### config.mk
export PLATFORM = sky130hd
export DESIGN_NAME = apb_slave_regs
export DESIGN_NICKNAME = d
export VERILOG_FILES = /design/src/rtl/apb_pkg.sv /design/src/rtl/apb_slave_regs_wait_ctr.sv /design/src/rtl/apb_slave_regs.sv
export SDC_FILE = /design/constraint.sdc
export NUM_CORES = 1
export LEC_CHECK = 0
export CAP_MARGIN = 15
export CORE_ASPECT_RATIO = 1.4
export CORE_MARGIN = 2
export CORE_UTILIZATION = 50
export CTS_CLUSTER_DIAMETER = 200
export DETAILED_ROUTE_END_ITERATION = 8
export HOLD_SLACK_MARGIN = 0.03
export PLACE_DENSITY = 0.74
export REMOVE_ABC_BUFFERS = 1
export SKIP_LAST_GASP = 1
export SLEW_MARGIN = 0
export SYNTH_ARGS = -nofsm -noshare
export SYNTH_HDL_FRONTEND = slang
export SYNTH_SLANG_ARGS = --single-unit
### constraint.sdc
create_clock -name PCLK -period 6.4 [get_ports PCLK]
set_clock_uncertainty 0.1 [all_clocks]
set_input_delay 1.28 -clock PCLK [delete_from_list [all_inputs] [get_ports PCLK]]
set_output_delay 1.28 -clock PCLK [all_outputs]
set_load 0.005 [all_outputs]
### src/rtl/apb_pkg.sv
// Shared types and constants for the APB register slave.
// Latency: n/a (declarations only).
// Backpressure: n/a.
package apb_pkg;

  // Transfer-level FSM: waiting for a setup phase, or inside an access phase.
  typedef enum logic {
    IDLE   = 1'b0,
    ACCESS = 1'b1
  } apb_state_t;

  // Largest supported wait-state count; the counter is sized to hold it.
  localparam int MAX_WAIT_STATES = 15;
  localparam int CNT_W           = $clog2(MAX_WAIT_STATES + 1);

  // Default content of the read-only identification register.
  localparam logic [31:0] ID_VALUE_DEFAULT = 32'hA9B0_0001;

endpackage

### src/rtl/apb_slave_regs_wait_ctr.sv
// Wait-state counter: counts stalled access cycles, flags when the terminal count is reached.
// Latency: done is combinational from the registered count; count updates one edge after enable.
// Backpressure: none; clear has priority over enable.
module apb_wait_ctr
  import apb_pkg::*;
(
  input  logic             clk,
  input  logic             rst,
  input  logic             clear,
  input  logic             enable,
  input  logic [CNT_W-1:0] terminal,
  output logic             done
);

  logic [CNT_W-1:0] cnt;

  // Count stalled access cycles; restart from zero at every new setup phase.
  always_ff @(posedge clk) begin
    if (rst) begin
      cnt <= '0;
    end else if (clear) begin
      cnt <= '0;
    end else if (enable) begin
      cnt <= cnt + 1'b1;
    end
  end

  assign done = (cnt == terminal);

endmodule

### src/rtl/apb_slave_regs.sv
// APB register slave: NUM_REGS word registers, register 0 is a read-only ID. Optional
// byte-strobe writes when APB_SLAVE_REGS_PSTRB_EN is defined (default: full-word writes).
// Latency: PREADY after WAIT_STATES access cycles; backpressure via PREADY low, abort on PSEL drop.
module apb_slave_regs
  import apb_pkg::*;
#(
  parameter int NUM_REGS       = 8,
  parameter int APB_ADDR_WIDTH = 32,
  parameter int APB_DATA_WIDTH = 32,
  parameter int WAIT_STATES    = 2,
  parameter logic [APB_DATA_WIDTH-1:0] ID_VALUE = APB_DATA_WIDTH'(ID_VALUE_DEFAULT)
) (
  input  logic                        PCLK,
  input  logic                        PRESET,
  input  logic                        PSEL,
  input  logic [APB_ADDR_WIDTH-1:0]   PADDR,
  input  logic                        PWRITE,
  input  logic [APB_DATA_WIDTH-1:0]   PWDATA,
  input  logic                        PENABLE,
  input  logic [APB_DATA_WIDTH/8-1:0] PSTRB,
  input  logic [2:0]                  PPROT,
  output logic [APB_DATA_WIDTH-1:0]   PRDATA,
  output logic                        PREADY,
  output logic                        PSLVERR
);

  localparam int IDX_W  = $clog2(NUM_REGS);
  localparam int STRB_W = APB_DATA_WIDTH / 8;

  apb_state_t state_q, state_d;

  logic                      cnt_done;
  logic                      cnt_clear;
  logic                      cnt_enable;
  logic                      ready_int;
  logic [IDX_W-1:0]          idx;
  logic [APB_ADDR_WIDTH-1:0] addr_hi;
  logic                      addr_err;
  logic                      acc_err;
  logic                      wr_commit;
  logic [STRB_W-1:0]         byte_en;
  logic [APB_DATA_WIDTH-1:0] rd_word;
  logic [APB_DATA_WIDTH-1:0] regs [1:NUM_REGS-1];

  // PPROT carries no meaning for this slave.
  logic unused_prot;
  assign unused_prot = ^{PPROT, PSTRB};

  // Address decode: word index, plus misalignment / out-of-range / ID-write errors.
  assign idx      = PADDR[IDX_W+1:2];
  assign addr_hi  = PADDR >> (IDX_W + 2);
  assign addr_err = (PADDR[1:0] != 2'b00) || (addr_hi != '0) || (int'(idx) >= NUM_REGS);
  assign acc_err  = addr_err || (PWRITE && (idx == '0));

  // Ready only in a properly set-up access phase once the wait count is reached;
  // reset masks it so nothing completes while PRESET is high.
  assign ready_int  = (state_q == ACCESS) && cnt_done && PSEL && PENABLE && !PRESET;
  assign cnt_clear  = (state_q == IDLE) && PSEL && !PENABLE;
  assign cnt_enable = (state_q == ACCESS) && PSEL && PENABLE && !ready_int;

  apb_wait_ctr u_wait_ctr (
    .clk      (PCLK),
    .rst      (PRESET),
    .clear    (cnt_clear),
    .enable   (cnt_enable),
    .terminal (CNT_W'(WAIT_STATES)),
    .done     (cnt_done)
  );

  // State register.
  always_ff @(posedge PCLK) begin
    if (PRESET) begin
      state_q <= IDLE;
    end else begin
      state_q <= state_d;
    end
  end

  // Next state: enter ACCESS on a setup phase, leave on completion or when PSEL drops.
  always_comb begin
    state_d = state_q;
    case (state_q)
      IDLE:    if (PSEL && !PENABLE) state_d = ACCESS;
      ACCESS:  if (!PSEL || ready_int) state_d = IDLE;
      default: state_d = IDLE;
    endcase
  end

`ifdef APB_SLAVE_REGS_PSTRB_EN
  assign byte_en = PSTRB;
`else
  assign byte_en = '1;
`endif

  assign wr_commit = ready_int && PWRITE && !acc_err;

  // Register file: cleared by reset, updated only on the completing edge of a clean write.
  always_ff @(posedge PCLK) begin
    if (PRESET) begin
      for (int i = 1; i < NUM_REGS; i++) regs[i] <= '0;
    end else if (wr_commit) begin
      for (int i = 1; i < NUM_REGS; i++) begin
        if (idx == IDX_W'(i)) begin
          for (int b = 0; b < STRB_W; b++) begin
            if (byte_en[b]) regs[i][8*b +: 8] <= PWDATA[8*b +: 8];
          end
        end
      end
    end
  end

  // Read mux: index 0 is the fixed ID word.
  always_comb begin
    rd_word = ID_VALUE;
    for (int i = 1; i < NUM_REGS; i++) begin
      if (idx == IDX_W'(i)) rd_word = regs[i];
    end
  end

  assign PREADY  = ready_int;
  assign PSLVERR = ready_int && acc_err;
  assign PRDATA  = (ready_int && !PWRITE && !acc_err) ? rd_word : '0;

endmodule

* Word level (Yosys, flattened, before mapping)
Memory sizes are Yosys's and may differ from the RTL's.
Cells that the tools add are included.
** Operators by class
- Add/sub/neg operators :: 1
- Equal/unequal tests :: 8
- Muxes and demuxes :: 69
- Bitwise gates (word level) :: 29
- Reduce and logical (&&, ||, !) cells :: 29
** Operators by type and width (number)
- $mux W32 :: 8
- $mux W8 :: 28
- $mux W1 :: 32
- $reduce_bool A32 Y1 :: 1
- $or A1 B1 Y1 :: 28
- $logic_and A1 B1 Y1 :: 16
- $eq A3 B3 Y1 const B :: 4
- $eq A3 B2 Y1 const B :: 2
- $logic_not A1 Y1 :: 6
- $add A4 B1 Y4 const B :: 1
- $eq A4 B2 Y1 const B :: 1
- $eq A3 B1 Y1 const B :: 1
- $logic_not A3 Y1 :: 1
- $logic_or A1 B1 Y1 :: 3
- $pmux W1 S2 :: 1
- $reduce_bool A2 Y1 :: 1
- $reduce_or A2 Y1 :: 1
- $not A1 Y1 :: 1
** Word-level totals
- Register bits :: 5
- Memory bits (writable) :: 224
- Input port bits :: 76
- Output and inout port bits :: 34
- Logic and storage cells :: 139
- Memories :: 1
** Memories
- regs :: words 7, bits a word 32, rd ports 7, clocked after Yosys merged registers in 0, wr ports 7, RTL line apb_slave_regs.sv:43 : logic [APB_DATA_WIDTH-1:0] regs [1:NUM_REGS-1];

* Logic depth before layout (Yosys ltp)
Gate-level depths: netlist of run 1.
- Word-level depth :: 11
- Mapped depth :: 8
- Gate-level depth less buffers :: 6

* Hierarchy
From an unflattened synthesis of run 1, not the netlist that was laid out.
** Unflattened totals
- Cells, all modules :: 1035
- Area total of the unflattened synthesis :: 11648.7 um^2
** Modules (own cells, without submodules)
- apb_slave_regs :: times used 1, cells each 1013, area each 11429.7 um^2
- apb_wait_ctr :: times used 1, cells each 22, area each 219.0 um^2

* Worst setup path after synthesis of run 1
Ideal clock, no wire load.
- Kind :: input to register
- Start point :: input port PADDR[17]
- End point :: register, netlist name regs[0][192]
- Arrival :: 6.062 ns
- Setup slack :: -0.273 ns
- Stages on the path :: 5
- Path buffers :: 2
- Cell sequence :: or4_1 -> or4_1 -> buf_2 -> clkbuf_1 -> o41ai_1
** RTL lines
- from (decl) :: RTL line apb_slave_regs.sv:16 : input logic [APB_ADDR_WIDTH-1:0] PADDR,

* Final worst setup path of run 1
- Start point :: input port PADDR[1]
- End point :: output port PRDATA[0]
** Between the ends
- Cells in the longest elaborated chain, start to end :: 6
** Ends and longest elaborated chain
- $reduce_bool A2 Y1 :: RTL line apb_slave_regs.sv:52 : assign addr_err = (PADDR[1:0] != 2'b00) || (addr_hi != '0) || (int'(idx) >= NUM_REGS);
- $logic_or A1 B1 Y1 :: RTL line apb_slave_regs.sv:52
- $logic_or A1 B1 Y1 :: RTL line apb_slave_regs.sv:53 : assign acc_err = addr_err || (PWRITE && (idx == '0));
- $logic_not A1 Y1 :: RTL line apb_slave_regs.sv:122 : assign PRDATA = (ready_int && !PWRITE && !acc_err) ? rd_word : '0;
- $logic_and A1 B1 Y1 :: RTL line apb_slave_regs.sv:122
- $mux W32 :: RTL line apb_slave_regs.sv:122
- to (decl) :: RTL line apb_slave_regs.sv:22 : output logic [APB_DATA_WIDTH-1:0] PRDATA,
No other way between the ends.

==> impl_metrics.toml, run 1 <==
[detailed_routing]
wl_per_cell_um = 24.1
drt_wl_total_um = 31500
drt_iter0_drc = 992
first_pass_iters = 5
dr_wl_met2_um = 16400
drtAntennaViolNets = 0
met3WireLength_um = 2740
highest_layer = "met4"
drt-met1-wl_um = 11400
drc = 0
via_count = 9121
vias_per_cell = 6.97

[global_route]
grt_remaining_overflow = 0
grt_antenna_before_repair = 0
gr-usage-all-layers_pct = 25.8
grt_pass1_vias = 9076
grt_first_pass_wirelength_um = 49100
grt_max_degree = 233

[clocking]
cts_buffer_depth = 3
post_cts_buffers = 0
clock-root-buffer = "clkbuf_16"
insertion_delay_ns = 0.49
clk_pin_slew_ns = 0.06
ctsResizeCount = 0
cts_sinks = 229
cts_inserted_buffers = 21
cts_tree = "built"
postCtsHoldBufs = 0
htree_num_levels = 1

[sta]
final_max_slew_viol_count = 0
fin_crit_sh_pct = 92.1
fmax_ghz = 0.170
worstMarginPinSlew_ns = 1.15
setup_viol = 0
rsz0062_at_grt = "false"
hold_violations = 0
whs_ns = 0.387
slew_headroom_pct = 23.6
post-route-min-period_ns = 5.90

[setup_path]
crit_path_end_kind = "output port"
arrival_ns = 4.52
r2r_cells = 7
cp-start-kind = "input pin"
required_ns = 5.02
critPathMaxFanout = 19
path_class = "in2out"

[power_and_ir_drop]
finalPower_w = 0.00315
power.density_nw_per_um2 = 238
leakagePower_nw = 4.08
ir_worst_vdd_uv = 179

[layout]
nets = 1074
diodes = 0
area_delta_synth_final_pct = 16.3
drive_gt1_share_pct = 12.8
utilization_pct = 59.1
stdcell_count = 1309

[placement]
gp_congestion = 0.786
dp_hpwl_um = 17600
dp.cells = 1274
io_buffers = 102

[synth]
syn_avg_cell_area_um2 = 11.9
synthesis.area_um2 = 11400
async_flop_share_pct = 0
synth_edf_count = 224
ys_ff_latch = 229
yosysSeqAreaShare_pct = 59.9
ys_warn_count = 0
ys.flop_type = "edfxtp_1"
synthCells = 955
ys_types = 42

[floorplan]
start_util_pct = 50.8
rows = 65
core_area_um2 = 22400
dieArea_um2 = 24000
fp.dieH_um = 183
die_x_um = 132
pin_count = 110

[run]
cap_violations = 0

[status]
status = "completed"

[worst_hold_path]
hold_depth = 2
holdCritPathClass = "reg2reg"
[through the flow]
step / setup WS, ns / TNS [ns] / area, um2
final: 0.504 / 0 / 13300
after global routing: 0.279 / 0 / 13300
after CTS: 0.484 / 0 / 13300
after detailed placement: 0.487 / 0 / 12600
after global placement: 0.569 / 0 / 12600
after floorplan: -5.87 / -1772.41 / 10800
[worst max-delay path, stage by stage]
cell	delay, ns
clkdlybuf4s50_1	0.40
nor4_1	0.32
nand4_1	0.21
nand2b_1	0.73
a2111oi_0	0.85
buf_4	0.22
clkdlybuf4s50_1	0.49
[report_power, final]
group | switching (W) | internal, W | total, W
combinational | 0.000187 | 0.000103 | 0.000290
clock | 0.000518 | 0.000641 | 0.00116
sequential | 0.0000147 | 0.00169 | 0.00170
[cell usage in the layout, fill, tap and decap left out, drive strengths merged, types with 3 or more instances in the layout]
| cell | netlist | layout |
|---|---|---|
| mux2i | 13 | 13 |
| a22oi | 19 | 19 |
| nand2 | 40 | 40 |
| nor3 | 6 | 6 |
| a2111oi | 27 | 27 |
| o22ai | 40 | 40 |
| buf | 41 | 53 |
| nor2 | 26 | 26 |
| nand4 | 3 | 3 |
| clkbuf | 92 | 26 |
| a22o | 19 | 19 |
| clkinv | 1 | 7 |
| inv | 5 | 5 |
| clkdlybuf4s50 | 0 | 98 |
| nor2b | 3 | 3 |
| mux4 | 3 | 3 |
| a211oi | 6 | 6 |
| o41ai | 8 | 8 |
| a211o | 8 | 8 |
| nor4 | 231 | 231 |
| nand2b | 3 | 3 |
| o221ai | 8 | 8 |
| dfxtp | 5 | 5 |
| a21oi | 44 | 44 |
| edfxtp | 224 | 224 |
| mux2 | 28 | 28 |
| nand3 | 34 | 34 |
[per-layer routing]
layer	vias to the layer above	GRT usage (%)
li1	4051	-
met1	4467	31.3
met2	522	46.2
met3	81	2.94
met4	0	11.5
met5	-	0
[sequential cells by signal, summed over array words and instances (netlist names)]
name and flops:
u_wait_ctr.cnt 4, state_q 1, regs 224
[kinds of logic after synthesis]
kind of cell,share of synthesized area (%)
compound gates,11.5
mux,4.50
simple gates,18.1
xor+xnor,0.231
flops,59.9
buf+inv,5.61
fa+ha+maj,0.219
[worst paths after layout]
kind                                from           to  slack (ns)
worst max-delay path            PADDR[1]    PRDATA[0]        0.50
worst min-delay path             state_q      state_q        0.39
worst max register to register   state_q  regs[0][70]        3.39
worst min register to register   state_q      state_q        0.39
[synthesized netlist by cell type (8+ instances only)]
cell	instances	area, um2
a2111oi_0	27	236
a211o_1	8	70.1
a21oi_1	44	220
a22o_1	19	166
a22oi_1	19	143
buf_1	17	63.8
buf_2	10	50.1
buf_6	14	158
clkbuf_1	92	345
edfxtp_1	224	6730
mux2_2	28	315
mux2i_1	13	130
nand2_1	40	150
nand3_1	34	170
nor2_1	26	97.6
nor4_1	222	1390
nor4_2	9	113
o221ai_1	8	70.1
o22ai_1	40	250
o41ai_1	8	70.1
[layout make-up]
class                   instances  area (um2)
clock buffers                  26         544
clock inverters                 9        68.8
fillers                      1835        9190
inverters                       6        22.5
multi-input cells             587        4000
flip-flops and latches        229        6830
well taps                     301         377
repair buffers                151        1420
Power figures use the tool's default switching activity.
==> run 2, diff against run 1 <==
PLACE_DENSITY = 0.71   (was 0.74)
clock period = 5.8 ns   (was 6.4 ns; I/O delays follow)
==> run 2 against run 1 <==
Net effect: non-clock buffer count is 1 lower; utilization is 0.12 points higher; die area did not move.
==> impl_metrics.toml, run 2 (synthesized netlist as in run 1, its figures left out) <==
[status]
status = "completed"

[floorplan]
start_util_pct = 50.8
dieArea_um2 = 24000
die_x_um = 132
fp.dieH_um = 183
core_area_um2 = 22400
pin_count = 110
rows = 65

[global_route]
grt_max_degree = 115
grt_pass1_vias = 9056
gr-usage-all-layers_pct = 26.4
grt_first_pass_wirelength_um = 49900
grt_remaining_overflow = 0
grt_antenna_before_repair = 0

[setup_path]
crit_path_end_kind = "output port"
path_class = "in2out"
rr_startpoint = "u_wait_ctr.cnt[1]"
arrival_ns = 4.33
cp-start-kind = "input pin"
path_buf_inv = 3
cp_cell_sequence = "clkdlybuf4s50_1 > or4_1 > or4_4 > buf_12 > a2111oi_0 > clkdlybuf4s50_1"
r2r-end = "regs[0][112]"
crit_top_cell = "clkdlybuf4s50_1"
critPathMaxFanout = 99
crit_family = "buffers and inverters"
r2r_slack_ns = 2.71
critPathSlowestCell = "a2111oi_0"
r2r_cells = 7
required_ns = 4.54
slowest_delay_ns = 0.66

[placement]
dp_worst_setup_slack_ns = 0.283
io_buffers = 102
dp.cells = 1273
gp_congestion = 0.796
dp_hpwl_um = 17600

[layout]
final_cell_mix = "224 x edfxtp_1, 222 x nor4_1, 98 x clkdlybuf4s50_1"
regMostFlops = "regs"
drive_gt1_share_pct = 12.8
seq_area_um2 = 6830
multi_input_area_um2 = 4000
layout_commonest_cell = "edfxtp_1"
stdcell_count = 1310
area_delta_synth_final_pct = 16.5
top_regs = "regs x224, u_wait_ctr.cnt x4, state_q x1"
fillers = 1862
diodes = 0
nets = 1074
largest_register_ffs = 224

[clocking]
post_cts_buffers = 0
ctsResizeCount = 0
clk_pin_slew_ns = 0.06
cts_buffer_depth = 3
cts_sinks = 229
postCtsHoldBufs = 0
insertion_delay_ns = 0.50
htree_num_levels = 1
cts_inserted_buffers = 22
cts_tree = "built"
clock-root-buffer = "clkbuf_16"

[sta]
hold_violations = 0
post-route-min-period_ns = 5.59
slew_headroom_pct = 34.7
fin_ws_ns = 0.209
worstMarginPinSlew_ns = 0.980
final_max_slew_viol_count = 0
setup_viol = 0
rsz0062_at_grt = "false"
fmax_ghz = 0.179
fin_crit_sh_pct = 96.4

[detailed_routing]
drtAntennaViolNets = 0
wl_per_cell_um = 24.6
first_pass_iters = 5
drt_iter0_drc = 984
drt_wl_total_um = 32200
via_count = 9033
drc = 0
vias_per_cell = 6.90

[worst_hold_path]
holdCritPathClass = "reg2reg"
worstHoldStart = "state_q"
hold_end = "state_q"
hold_depth = 2

[power_and_ir_drop]
finalPower_w = 0.00356
ir_worst_vdd_uv = 178
power.density_nw_per_um2 = 268
leakagePower_nw = 4.09

[run]
cap_violations = 0
## run 2: per-layer routing
metal  vias to the layer above  GRT usage, %  routed length [um]
li1                       4043             -                   -
met1                      4415          31.8               11700
met2                       489          47.3               16800
met3                        86          3.19                2460
met4                         0          12.0                1190
met5                         -             0                   0
## run 2: layout make-up
cell class	instances	share of cell area (%)
clock buffers	30	4.53
well taps	301	2.84
clock inverters	7	0.433
flip-flops and latches	229	51.4
multi-input cells	587	30.1
repair buffers	150	10.6
inverters	6	0.170
## run 2: worst register-to-register path, delay by kind of cell, from the launching register on
family          cells  cell delay (ns)
compound gates      1             0.33
fa+ha+maj           1             0.20
buf+inv             3             1.01
flops               1             0.39
simple gates        2             0.72
## run 2: power breakdown
group / switching [W] / internal (W) / leakage [nW] / total [W]
clock network: 0.000593 / 0.000767 / 0.316 / 0.00136
registers: 0.0000157 / 0.00186 / 2.36 / 0.00188
logic: 0.000209 / 0.000115 / 1.42 / 0.000324
## run 2: worst max-delay path by stage
stage	from	endpoint	slack [ns]	cells past startpoint
2_1_floorplan	PADDR[1]	regs[0][32]	-6.35	3
3_3_place_gp	PADDR[17]	PRDATA[5]	0.29	6
3_5_place_dp	PADDR[17]	PRDATA[5]	0.28	6
4_1_cts	PADDR[17]	PRDATA[5]	0.27	6
5_1_grt	PADDR[17]	PRDATA[5]	0.14	6
6_report	PADDR[17]	PRDATA[5]	0.21	6
## run 2: stage by stage
stage / setup TNS [ns] / utilization, % / cell area, um2 / hold slack, ns
2_1_floorplan: -1999.33 / - / 10800 / 0.347
3_3_place_gp: 0 / 56.2 / 12600 / 0.366
3_5_place_dp: 0 / 56.2 / 12600 / 0.378
4_1_cts: 0 / 59.2 / 13300 / 0.391
5_1_grt: 0 / 59.2 / 13300 / 0.415
6_report: 0 / 59.2 / 13300 / 0.386
